[src/rtl/key_cond_pkg.sv]
// Shared types and simulation-scale timing constants for the key conditioner.
package key_cond_pkg;

    localparam int SIM_DEBOUNCE      = 4;
    localparam int SIM_REPEAT_DELAY  = 16;
    localparam int SIM_REPEAT_PERIOD = 6;

    typedef enum logic {
        KEY_RELEASED = 1'b0,
        KEY_HELD     = 1'b1
    } key_state_t;

endpackage

[src/rtl/key_conditioner_if.sv]
// Board-facing raw inputs and conditioned outputs of key_conditioner.
interface key_conditioner_if #(
    parameter int N_KEY = 2,
    parameter int SW_W  = 10
);
    logic [N_KEY-1:0] KEY;
    logic [SW_W-1:0]  SW;
    logic [N_KEY-1:0] key_level;
    logic [N_KEY-1:0] key_press;
    logic [N_KEY-1:0] key_release;
    logic [SW_W-1:0]  sw_sync;

    modport master (
        output KEY, SW,
        input  key_level, key_press, key_release, sw_sync
    );

    modport slave (
        input  KEY, SW,
        output key_level, key_press, key_release, sw_sync
    );
endinterface

[src/rtl/key_debounce_cell.sv]
// One key: 2-flop sync, debounce counter, held level, press/release pulses.
// Optional auto-repeat on held keys when KEY_AUTOREPEAT_EN is defined.
module key_debounce_cell
    import key_cond_pkg::*;
#(
    parameter int DEBOUNCE_CYCLES = 500000,
    parameter int REPEAT_DELAY    = 25000000,
    parameter int REPEAT_PERIOD   = 5000000
) (
    input  logic clk,
    input  logic rst_n,
    input  logic key_raw,
    output logic level,
    output logic press_pulse,
    output logic release_pulse
);
    localparam int CNT_W = (DEBOUNCE_CYCLES > 1) ? $clog2(DEBOUNCE_CYCLES) : 1;
    localparam logic [CNT_W-1:0] CNT_LAST = CNT_W'(DEBOUNCE_CYCLES - 1);

    logic             sync1_reg, sync2_reg;
    key_state_t       state_reg, state_next;
    logic [CNT_W-1:0] cnt_reg, cnt_next;
    logic             press_reg, press_next, release_reg, release_next;
    logic             edge_press, rpt_fire, pressed;

    assign pressed = ~sync2_reg;

    // Sync flops reset to "released" so no false press appears after reset.
    always_ff @(posedge clk or negedge rst_n) begin
        if (!rst_n) begin
            sync1_reg   <= 1'b1;
            sync2_reg   <= 1'b1;
            state_reg   <= KEY_RELEASED;
            cnt_reg     <= '0;
            press_reg   <= 1'b0;
            release_reg <= 1'b0;
        end else begin
            sync1_reg   <= key_raw;
            sync2_reg   <= sync1_reg;
            state_reg   <= state_next;
            cnt_reg     <= cnt_next;
            press_reg   <= press_next;
            release_reg <= release_next;
        end
    end

    always_comb begin
        state_next   = state_reg;
        cnt_next     = cnt_reg;
        edge_press   = 1'b0;
        release_next = 1'b0;
        if (pressed == (state_reg == KEY_HELD)) begin
            cnt_next = '0;
        end else if (cnt_reg == CNT_LAST) begin
            cnt_next = '0;
            if (pressed) begin
                state_next = KEY_HELD;
                edge_press = 1'b1;
            end else begin
                state_next   = KEY_RELEASED;
                release_next = 1'b1;
            end
        end else begin
            cnt_next = cnt_reg + 1'b1;
        end
    end

`ifdef KEY_AUTOREPEAT_EN
    localparam int RPT_MAX = (REPEAT_DELAY > REPEAT_PERIOD) ? REPEAT_DELAY : REPEAT_PERIOD;
    localparam int RPT_W   = (RPT_MAX > 1) ? $clog2(RPT_MAX) : 1;
    localparam logic [RPT_W-1:0] DELAY_LAST  = RPT_W'(REPEAT_DELAY - 1);
    localparam logic [RPT_W-1:0] PERIOD_LAST = RPT_W'(REPEAT_PERIOD - 1);

    logic [RPT_W-1:0] rpt_cnt_reg, rpt_cnt_next;
    logic             rpt_first_reg, rpt_first_next;

    always_ff @(posedge clk or negedge rst_n) begin
        if (!rst_n) begin
            rpt_cnt_reg   <= '0;
            rpt_first_reg <= 1'b1;
        end else begin
            rpt_cnt_reg   <= rpt_cnt_next;
            rpt_first_reg <= rpt_first_next;
        end
    end

    // Counting restarts at every fresh press and stops as soon as the key drops.
    always_comb begin
        rpt_cnt_next   = rpt_cnt_reg;
        rpt_first_next = rpt_first_reg;
        rpt_fire       = 1'b0;
        if (state_next != KEY_HELD || state_reg != KEY_HELD) begin
            rpt_cnt_next   = '0;
            rpt_first_next = 1'b1;
        end else if (rpt_first_reg && rpt_cnt_reg == DELAY_LAST) begin
            rpt_fire       = 1'b1;
            rpt_cnt_next   = '0;
            rpt_first_next = 1'b0;
        end else if (!rpt_first_reg && rpt_cnt_reg == PERIOD_LAST) begin
            rpt_fire     = 1'b1;
            rpt_cnt_next = '0;
        end else begin
            rpt_cnt_next = rpt_cnt_reg + 1'b1;
        end
    end
`else
    // Repeat compiled out: this is 0 for every legal configuration.
    assign rpt_fire = (REPEAT_DELAY < 1) && (REPEAT_PERIOD < 1);
`endif

    assign press_next    = edge_press | rpt_fire;
    assign level         = (state_reg == KEY_HELD);
    assign press_pulse   = press_reg;
    assign release_pulse = release_reg;

endmodule

[src/rtl/key_conditioner.sv]
// Conditions raw board keys/switches into clean levels and press/release pulses.
// Build option: define KEY_AUTOREPEAT_EN to enable held-key auto-repeat.
module key_conditioner
    import key_cond_pkg::*;
#(
    parameter int N_KEY           = 2,
    parameter int SW_W            = 10,
    parameter int DEBOUNCE_CYCLES = 500000,
    parameter int REPEAT_DELAY    = 25000000,
    parameter int REPEAT_PERIOD   = 5000000
) (
    input  logic             Clk,
    input  logic             Reset,
    key_conditioner_if.slave bus
);
    logic [N_KEY-1:0] level_w, press_w, release_w;
    logic [SW_W-1:0]  sw_sync1_reg, sw_sync2_reg;

    generate
        for (genvar gi = 0; gi < N_KEY; gi++) begin : g_key
            key_debounce_cell #(
                .DEBOUNCE_CYCLES (DEBOUNCE_CYCLES),
                .REPEAT_DELAY    (REPEAT_DELAY),
                .REPEAT_PERIOD   (REPEAT_PERIOD)
            ) u_cell (
                .clk           (Clk),
                .rst_n         (Reset),
                .key_raw       (bus.KEY[gi]),
                .level         (level_w[gi]),
                .press_pulse   (press_w[gi]),
                .release_pulse (release_w[gi])
            );
        end
    endgenerate

    // Switches are static in use, so synchronising them is enough.
    always_ff @(posedge Clk or negedge Reset) begin
        if (!Reset) begin
            sw_sync1_reg <= '0;
            sw_sync2_reg <= '0;
        end else begin
            sw_sync1_reg <= bus.SW;
            sw_sync2_reg <= sw_sync1_reg;
        end
    end

    assign bus.key_level   = level_w;
    assign bus.key_press   = press_w;
    assign bus.key_release = release_w;
    assign bus.sw_sync     = sw_sync2_reg;

endmodule
[src/flat_wrapper.sv]
// flat-port wrapper written by rule: the top's interface ports become plain ports
module key_conditioner_flat import key_cond_pkg::*;
#(
    parameter int N_KEY           = 2,
    parameter int SW_W            = 10,
    parameter int DEBOUNCE_CYCLES = 500000,
    parameter int REPEAT_DELAY    = 25000000,
    parameter int REPEAT_PERIOD   = 5000000
)
  (Clk, Reset, bus_KEY, bus_SW, bus_key_level, bus_key_press, bus_key_release, bus_sw_sync);
  key_conditioner_if #(.N_KEY(N_KEY), .SW_W(SW_W)) bus_i ();
  input  logic Clk;
  input  logic Reset;
  input wire logic [$bits(bus_i.KEY)-1:0] bus_KEY;
  input wire logic [$bits(bus_i.SW)-1:0] bus_SW;
  output wire logic [$bits(bus_i.key_level)-1:0] bus_key_level;
  output wire logic [$bits(bus_i.key_press)-1:0] bus_key_press;
  output wire logic [$bits(bus_i.key_release)-1:0] bus_key_release;
  output wire logic [$bits(bus_i.sw_sync)-1:0] bus_sw_sync;
  assign bus_i.KEY = bus_KEY;
  assign bus_i.SW = bus_SW;
  assign bus_key_level = bus_i.key_level;
  assign bus_key_press = bus_i.key_press;
  assign bus_key_release = bus_i.key_release;
  assign bus_sw_sync = bus_i.sw_sync;
  key_conditioner #(.N_KEY(N_KEY), .SW_W(SW_W), .DEBOUNCE_CYCLES(DEBOUNCE_CYCLES), .REPEAT_DELAY(REPEAT_DELAY), .REPEAT_PERIOD(REPEAT_PERIOD)) u_core (.Clk(Clk), .Reset(Reset), .bus(bus_i));
endmodule
[config.mk]
export PLATFORM = sky130hd
export DESIGN_NAME = key_conditioner_flat
export DESIGN_NICKNAME = d
export VERILOG_FILES = /design/src/rtl/key_cond_pkg.sv /design/src/rtl/key_conditioner_if.sv /design/src/rtl/key_debounce_cell.sv /design/src/rtl/key_conditioner.sv /design/src/flat_wrapper.sv
export SDC_FILE = /design/constraint.sdc
export NUM_CORES = 1
export LEC_CHECK = 0
export CORE_ASPECT_RATIO = 1.25
export CORE_MARGIN = 2
export CORE_UTILIZATION = 25
export CTS_CLUSTER_SIZE = 25
export DETAILED_ROUTE_END_ITERATION = 6
export GPL_TIMING_DRIVEN = 0
export HOLD_SLACK_MARGIN = 0.03
export PLACE_DENSITY = 0.44
export RECOVER_POWER = 50
export SKIP_CTS_REPAIR_TIMING = 1
export SLEW_MARGIN = 20
export SYNTH_ARGS = -nofsm -noshare
export SYNTH_HDL_FRONTEND = slang
export SYNTH_SLANG_ARGS = --single-unit
[constraint.sdc]
create_clock -name Clk -period 2.1 [get_ports Clk]
set_input_delay 0.42 -clock Clk [delete_from_list [all_inputs] [get_ports Clk]]
set_output_delay 0.42 -clock Clk [all_outputs]
set_load 0.01 [all_outputs]
* Word-level counts from Yosys, hierarchy flattened
Cells that the tools add are included.
W data, S select, Z words.
** Cells by class
- Add/sub/neg operators :: 2
- Eq/ne operators :: 4
- Muxes and demuxes :: 16
- Bitwise gates (word level) :: 4
- Reductions and logical operators :: 2
** Operators with widths (count)
- $mux W19 :: 4
- $add A19 B1 Y19 const B :: 2
- $eq A19 B19 Y1 const B :: 2
- $mux W1 :: 12
- $not A1 Y1 :: 4
- $reduce_and A2 Y1 :: 2
- $eq A1 B1 Y1 :: 2
** Storage, ports and cells
- Flip-flop bits (word level) :: 68
- Input port bits :: 14
- Output and inout bits :: 16
- Logic and storage cells :: 42

* Longest topological paths before layout
Gate-level depths: netlist (run 1).
- Depth in word-level cells :: 4
- Gate-level depth with buffers :: 5

* By module
From an unflattened synthesis (run 1), not the netlist that was laid out.
** Unflattened totals
- Cell total of the unflattened synthesis :: 248
- Area, all modules :: 2787.7 um^2
** By module, submodules not included
- key_debounce_cell :: times used 2, cells each 114, area an instance 1143.6 um^2, sequential area each 603.1 um^2
- key_conditioner :: times used 1, cells each 20, area an instance 500.5 um^2, sequential area each 500.5 um^2

* Worst setup path after synthesis (run 1)
Ideal clock, no wire load.
- Kind :: flip-flop to flip-flop
- Start :: reg u_core.g_key[0].u_cell.cnt_reg[0]
- End :: reg u_core.g_key[0].u_cell.cnt_reg[18]
- Data arrival time :: 1680 ps
- Slack :: 342 ps
- Cell stages (with the launch flop) :: 6
- Cell sequence :: dfrtp_1 > ha_1 > nand3_2 > or3_1 > or4_1 > a21oi_1
** Between the ends
- Longest elaborated chain between the ends :: 3
- Elaborated cells between the ends (all ways) :: 4
** RTL lines
- start: declaration :: RTL line key_debounce_cell.sv:22 : logic [CNT_W-1:0] cnt_reg, cnt_next;
- start signal: assignment :: RTL line key_debounce_cell.sv:41 : cnt_reg <= cnt_next;
- $add A19 B1 Y19 / $eq A19 B19 Y1 (equally long branches) :: RTL line key_debounce_cell.sv:64, key_debounce_cell.sv:54
- $mux W19 * :: RTL line key_debounce_cell.sv:54 : end else if (cnt_reg == CNT_LAST) begin
- $mux W19 * :: RTL line key_debounce_cell.sv:52 : if (pressed == (state_reg == KEY_HELD)) begin
- via u_core.g_key[0].u_cell.cnt_next[18] :: RTL line key_debounce_cell.sv:22
Mark *: on every way through the listed nets, which the timed path passes. The rest lies on a longest branch.
A chain may end at the register's enable or synchronous reset.

* Final worst setup path (run 1)
Ends and elaborated chain as after synthesis.

==> summary.txt, run 1 <==
Finish
  • Fin util: roughly a third
  • Post-Layout Inst Area: 3690 sq um
  • Synthesis-to-layout area growth: 28.72%
  • Final-layout fill cell count: 1107
  • Post-layout net count: between 300 and 400
  • Leading cell type in the layout, fill and taps excluded: dfrtp_1
  • Share of post-route cells with drive strength above 1: 17.75%
  • Max reg flops: 38
  • # diodes: 0
  • Most used cells in the layout excluding fill and tap cells: dfrtp_1 (64), nor2_1 (39), xnor2_1 (28), clkdlybuf4s50_1 (16), dlygate4sd3_1 (13)

Route
  • Total wire length after detailed routing: about 5400 um
  • Post-DR wirelength/cell: ~13 um
  • Via Count: roughly 1900
  • Mean number of vias per cell: between 4 and 5
  • Post-detailed-route count of antenna-violating nets: 0
  • DRC viols: 0
  • Initial DRC count: between 60 and 70
  • Detailed-router iteration count before antenna repair: 4

CTS
  • Number of levels the H-tree was split into: 3
  • TritonCTS buffer count: 9
  • Root cell of the clock tree: clkbuf_16
  • Buffer levels on the longest clock path: 2
  • Clock sink count: between 60 and 70
  • Later-pin clock latency in the skew report: 0.33 ns
  • Clock input transition at the sequential cells of the worst setup and hold paths: about 0.060 ns
  • CTS tree: done

Floorplanning
  • Die area: approximately 12000 sq um
  • Effective utilization at floorplan: 25.74%
  • Number of top-level pins: 30
  • Number of rows in the core area: 43
  • Chip Height: between 100 and 150 um
  • Total core area: ~11000 sq um
  • Width of the chip: 99.78 um

Synth
  • Number of synthesized register bits: 68
  • Number of warning messages in the yosys log: 0
  • Post-Syn Area per Cell: about 12 sq um
  • Area of the mapped netlist: 2866 sq um
  • Share of the yosys chip area belonging to registers: between 50 and 60%
  • Post-synthesis instance total: 242
  • Synth Net Count: 258
  • Post-synth cell types: 39

STA
  • Sum of negative setup slack: 0 ns
  • Fraction of the cycle the final worst path needs: between 90 and 100%
  • Transition time at the pin with the least slew margin: ~0.89 ns
  • Final number of hold-violating endpoints: 0
  • Max transition margin: between 40% and 50%
  • Final WS setup: about 0.16 ns
  • Final-report max-slew violation count: 0
  • Final critical-path required period: roughly 1.9 ns
  • Clock skew: approximately 0.0046 ns
  • Number of endpoints failing setup at the final stage: 0
  • Unrepaired setup endpoints after global routing: false
  • Highest clock frequency the design can meet: between 500 and 600 MHz

Placed design
  • Input/output buffers: 29
  • DPL Wire Length: about 3600 um
  • Final Wtd Congestion: 0.7515
  • Placed Instance Area: between 3000 and 4000 sq um
  • Pre-CTS setup slack: about 0.081 ns

Global route
  • First-pass GRT wire length: 9370 um
  • Largest net degree at the start of global routing: 56
  • Via count of the first global-routing pass: 1937
  • Combined global-route utilization of all metal layers: a little under 10%
  • Initial antenna violation count: 0
  • Global route total overflow: 0

Critical path
  • Arrival time reported for the critical path endpoint: between 2 and 2.5 ns
  • CP Capture Type: register
  • Required time reported for the critical path endpoint: between 2 and 2.5 ns
  • WS Path Type: reg -> reg
  • Crit Path Max Fanout: 10
  • Startpoint type of the worst setup path: register

Power and ir drop
  • Overall power: 2.994 mW
  • Power density over the cells: ~800 nW/um^2
  • Worst IR drop on VDD: between 400 and 500 uV
  • Cell leakage power: roughly 1.5 nW

Run status
  • Run status: complete, no violations

Job
  • Number of violations of the max-capacitance limit: 0

Min path
  • Type of the tightest min-delay check: reg -> reg
[cell usage after synthesis]
master / instances / share of area, %
or3_2: 2 / 0.52
a21oi_1: 5 / 0.87
and3_1: 2 / 0.44
nand3_4: 1 / 0.61
or4b_1: 1 / 0.35
or4_4: 3 / 1.2
nand4bb_1: 1 / 0.39
nand4_4: 1 / 0.74
nor4_1: 10 / 2.2
o21ai_0: 2 / 0.35
mux2i_1: 2 / 0.70
nor3_1: 8 / 1.4
or3_4: 1 / 0.39
or2_2: 2 / 0.44
xnor2_1: 28 / 8.6
a21oi_2: 1 / 0.31
clkbuf_2: 1 / 0.17
nand4_1: 8 / 1.7
dfrtp_1: 64 / 56
o41ai_1: 1 / 0.31
or4_1: 1 / 0.26
o31ai_1: 2 / 0.52
or3_1: 1 / 0.22
a31o_2: 1 / 0.31
nor2_1: 39 / 5.1
nand2_1: 9 / 1.2
dfstp_2: 4 / 3.7
buf_6: 2 / 0.79
xor2_1: 2 / 0.61
and2_1: 2 / 0.44
nand3b_1: 1 / 0.26
nand3_2: 2 / 0.70
buf_4: 6 / 1.6
ha_1: 2 / 0.87
o41ai_4: 2 / 1.9
nand3_1: 11 / 1.9
nand4_2: 1 / 0.44
nor4b_2: 1 / 0.52
inv_1: 9 / 1.2
[worst max-delay path, stage by stage, from the launching register on]
cell and delay, ns:
dfrtp_1 0.39, ha_1 0.22, nand3_2 0.26, or3_1 0.45, or4_1 0.40, a21oi_1 0.15
[where the power goes]
part           internal (mW)  leakage, nW  switching, mW
sequential              1.35        0.885         0.0179
clock                  0.948        0.144          0.561
combinational         0.0598        0.452         0.0604
[kinds of logic (layout without fill, tap and decap cells)]
kind of cell    Yosys count  in the layout  synth area share [%]
simple gates            108            108                 21.43
flops                    68             68                 59.54
xor+xnor                 30             30                 9.167
buf+inv                  18             69                 3.710
compound gates           14             14                 4.583
fa+ha+maj                 2              2                0.8728
mux                       2              2                0.6984
[cell type report]
cell class	instances	area (sq um)	area share, %
flip-flops and latches	68	1707	46.25
plain buffers	9	72.57	1.967
clock inverters	6	63.81	1.729
well taps	135	168.9	4.578
repair buffers	35	351.6	9.529
inverters	9	33.78	0.9156
clock buffers	10	239.0	6.477
multi-input cells	156	1054	28.55
[routing by layer]
metal | routed length (um) | vias up | track usage [%]
li1 | - | 922 | -
met1 | 2443 | 913 | 11.97
met2 | 2654 | 26 | 15.88
met3 | 179 | 6 | 2.637
met4 | 96 | 0 | 5.651
met5 | 0 | - | 0
[final timing paths]
| kind | cells past startpoint | startpoint | slack (ns) | to |
|---|---|---|---|---|
| max in group asynchronous | 3 | Reset | 0.57 | u_core.g_key[0].u_cell.sync1_reg$_DFF_PN1_ |
| worst max register to register | 5 | u_core.g_key[0].u_cell.cnt_reg[0]$_DFF_PN0_ | 0.16 | u_core.g_key[0].u_cell.cnt_reg[18]$_DFF_PN0_ |
| worst min-delay path | 0 | u_core.sw_sync1_reg[1]$_DFF_PN0_ | 0.35 | u_core.bus.sw_sync[1]$_DFF_PN0_ |
| worst max-delay path | 5 | u_core.g_key[0].u_cell.cnt_reg[0]$_DFF_PN0_ | 0.16 | u_core.g_key[0].u_cell.cnt_reg[18]$_DFF_PN0_ |
| min in group asynchronous | 2 | Reset | 0.73 | u_core.g_key[0].u_cell.cnt_reg[7]$_DFF_PN0_ |
| worst min register to register | 0 | u_core.sw_sync1_reg[1]$_DFF_PN0_ | 0.35 | u_core.bus.sw_sync[1]$_DFF_PN0_ |
[per-stage QoR]
stage          hold WS [ns]  std cells
2_1_floorplan        0.1244        242
3_3_place_gp         0.3311        406
3_5_place_dp         0.2949        407
4_1_cts            -0.05899        423
5_1_grt              0.3538        428
6_report             0.3455        428
No activity file was read; power rests on OpenSTA's default activity.
==> run 2: changes to the inputs <==
Settings changed: CORE_UTILIZATION 25 to 45, PLACE_DENSITY 0.44 to 0.68.
==> run 2 against run 1 <==
Against the previous run: sequential power about the same; register-to-register slack better by 0.02 ns; first-iteration DRC count is 46% higher; largest cell class unchanged; combinational power shrank 4%; clock skew is 0.0028 ns higher; critical endpoint unchanged; sequential share of layout area grew 2.0 points; fmax up 0.82%; clock power is 19% lower; highest routed layer unchanged; cell count is 12% lower; worst hold slack gained 0.0085 ns.
==> summary.txt, run 2 (same netlist as run 1, synthesis figures left out) <==
Global route
  • Largest net degree at the start of global routing: 54 (was 56)
  • Via count of the first global-routing pass: 1960 (was 1937)
  • Combined global-route utilization of all metal layers: 16.29% (was 9.871%)
  • First-pass GRT wire length: 8618 um (was 9370 um)
  • Initial antenna violation count: 0 (unchanged)
  • Global route total overflow: 0 (unchanged)

Finish
  • Share of post-route cells with drive strength above 1: 16.90% (was 17.75%)
  • # diodes: 0 (unchanged)
  • Leading cell type in the layout, fill and taps excluded: dfrtp_1 (unchanged)
  • Max reg flops: 38 (unchanged)
  • Fin util: 57.37% (was 33.13%)
  • Post-layout net count: 301 (was 304)
  • Most used cells in the layout excluding fill and tap cells: dfrtp_1 (64), nor2_1 (39), xnor2_1 (28), clkdlybuf4s50_1 (16), dlygate4sd3_1 (13) (unchanged)
  • Synthesis-to-layout area growth: 23.40% (was 28.72%)
  • Post-Layout Inst Area: 3537 sq um (was 3690 sq um)
  • Final-layout fill cell count: 521 (was 1107)

Critical path
  • Flop2flop setup slack: 0.18 ns (was 0.16 ns)
  • Crit Path Max Fanout: 10 (unchanged)
  • CP Capture Type: register (unchanged)
  • Arrival time reported for the critical path endpoint: 2.20 ns (about the same)
  • Endpoint of the lowest-slack register-to-register path: u_core.g_key[0].u_cell.cnt_reg[18]$_DFF_PN0_ (unchanged)
  • Largest stage delay on the critical path: 0.46 ns (was 0.45 ns)
  • Cells along the critical path: ha_1 > nand3_2 > or3_1 > or4_1 > a21oi_1 (unchanged)
  • Highest-delay cell along the critical path: or3_1 (unchanged)
  • Beginning of the worst register-to-register path: u_core.g_key[0].u_cell.cnt_reg[0]$_DFF_PN0_ (unchanged)
  • Required time reported for the critical path endpoint: 2.38 ns (was 2.36 ns)
  • WS Path Type: reg -> reg (unchanged)
  • Depth of the most critical reg-to-reg path: 5 (unchanged)
  • Startpoint type of the worst setup path: register (unchanged)

Route
  • Initial DRC count: 98 (was 67)
  • Post-detailed-route count of antenna-violating nets: 0 (unchanged)
  • Detailed-router iteration count before antenna repair: 4 (unchanged)
  • Mean number of vias per cell: 5.040 (was 4.362)
  • DRC viols: 0 (unchanged)
  • Post-DR wirelength/cell: 12.87 um (was 12.55 um)
  • Via Count: 1890 (was 1867)
  • Total wire length after detailed routing: 4825 um (was 5373 um)

Placed design
  • Pre-CTS setup slack: 0.1009 ns (was 0.08101 ns)
  • DPL Wire Length: 3308 um (was 3581 um)
  • Placed Instance Area: 3288 sq um (was 3351 sq um)
  • Final Wtd Congestion: 0.7657 (was 0.7515)
  • Input/output buffers: 29 (unchanged)

STA
  • Unrepaired setup endpoints after global routing: false (unchanged)
  • Highest clock frequency the design can meet: 519.9 MHz (was 515.6 MHz)
  • Clock skew: 0.007493 ns (was 0.004650 ns)
  • Final WS setup: 0.1765 ns (was 0.1607 ns)
  • Final-report max-slew violation count: 0 (unchanged)
  • Final critical-path required period: 1.923 ns (was 1.939 ns)
  • Transition time at the pin with the least slew margin: 0.9867 ns (was 0.8925 ns)
  • Final number of hold-violating endpoints: 0 (unchanged)
  • Number of endpoints failing setup at the final stage: 0 (unchanged)
  • Max transition margin: 34.22% (was 40.50%)
  • Fraction of the cycle the final worst path needs: 91.59% (was 92.35%)

Power and ir drop
  • Overall power: 2.710 mW (was 2.994 mW)
  • Power density over the cells: 766.0 nW/um^2 (was 811.4 nW/um^2)
  • Cell leakage power: 1.434 nW (was 1.481 nW)
  • Worst IR drop on VDD: 509.5 uV (was 409.0 uV)

CTS
  • CTS tree: done (unchanged)
  • Later-pin clock latency in the skew report: 0.35 ns (was 0.33 ns)
  • TritonCTS buffer count: 9 (unchanged)
  • Root cell of the clock tree: clkbuf_8 (was clkbuf_16)
  • Clock input transition at the sequential cells of the worst setup and hold paths: 0.07 ns (was 0.06 ns)
  • Clock sink count: 68 (unchanged)
  • Buffer levels on the longest clock path: 2 (unchanged)
  • Number of levels the H-tree was split into: 3 (unchanged)

Floorplanning
  • Width of the chip: 75.39 um (was 99.78 um)
  • Effective utilization at floorplan: 46.49% (was 25.74%)
  • Total core area: 6166 sq um (was 11140 sq um)
  • Chip Height: 93.24 um (was 123.7 um)
  • Number of top-level pins: 30 (unchanged)
  • Die area: 7029 sq um (was 12340 sq um)
  • Number of rows in the core area: 32 (was 43)

Min path
  • Endpoint, Worst Hold: u_core.bus.sw_sync[5]$_DFF_PN0_ (was u_core.bus.sw_sync[1]$_DFF_PN0_)
  • Worst hold start: u_core.sw_sync1_reg[5]$_DFF_PN0_ (was u_core.sw_sync1_reg[1]$_DFF_PN0_)
  • Type of the tightest min-delay check: reg -> reg (unchanged)
  • Worst hold path depth: 0 (unchanged)

Job
  • Number of violations of the max-capacitance limit: 0 (unchanged)

Run status
  • Run status: complete, no violations (unchanged)
## run 2: worst max-delay path by stage
stage | from | to | slack, ns | cells past startpoint
final | u_core.g_key[0].u_cell.cnt_reg[0]$_DFF_PN0_ | u_core.g_key[0].u_cell.cnt_reg[18]$_DFF_PN0_ | 0.18 | 5
after global routing | u_core.g_key[0].u_cell.cnt_reg[0]$_DFF_PN0_ | u_core.g_key[0].u_cell.cnt_reg[18]$_DFF_PN0_ | 0.02 | 5
after CTS | u_core.g_key[1].u_cell.cnt_reg[12]$_DFF_PN0_ | u_core.g_key[1].u_cell.cnt_reg[16]$_DFF_PN0_ | 0.08 | 5
after detailed placement | u_core.g_key[0].u_cell.cnt_reg[9]$_DFF_PN0_ | u_core.g_key[0].u_cell.cnt_reg[13]$_DFF_PN0_ | 0.10 | 5
after floorplan | u_core.g_key[0].u_cell.cnt_reg[0]$_DFF_PN0_ | u_core.g_key[0].u_cell.cnt_reg[18]$_DFF_PN0_ | 0.34 | 5
after global placement | Reset | u_core.g_key[0].u_cell.cnt_reg[8]$_DFF_PN0_ | -1.57 | 1
## run 2: final cells by class
| cell class | count | area (sq um) | area share [%] |
|---|---|---|---|
| tap | 85 | 106.4 | 3.007 |
| clock inverter | 5 | 83.83 | 2.370 |
| timing repair buffer | 32 | 329.1 | 9.303 |
| buffer | 9 | 72.57 | 2.052 |
| multi-input combinational | 156 | 1054 | 29.78 |
| clock buffer | 11 | 151.4 | 4.280 |
| sequential | 68 | 1707 | 48.25 |
| inverter | 9 | 33.78 | 0.9551 |
## run 2: power by group
group	switching, mW	leakage, nW	internal, mW
clock network	0.498	0.112	0.735
registers	0.0180	0.885	1.34
logic	0.0582	0.437	0.0564
total	0.574	1.43	2.14
## run 2: through the flow
step	cells	hold slack, ns	setup TNS [ns]
after CTS	373	-0.07531	0
final	375	0.3540	0
after global placement	356	0.3323	-103.67
after floorplan	242	0.1244	0
after global routing	375	0.3569	0
after detailed placement	357	0.3037	0
## run 2: worst max-delay path, delay by kind of cell, from the launching register on
family	cells	cell delay, ns
compound gates	1	0.15
simple gates	3	1.11
fa+ha+maj	1	0.21
flops	1	0.39
## run 2: metal layers
layer	global-route usage, %	wire length, um	vias to the layer above
met5	0	0	-
met4	9.942	144	0
met3	3.341	119	12
met2	27.39	2532	27
met1	18.38	2028	935
li1	-	-	916
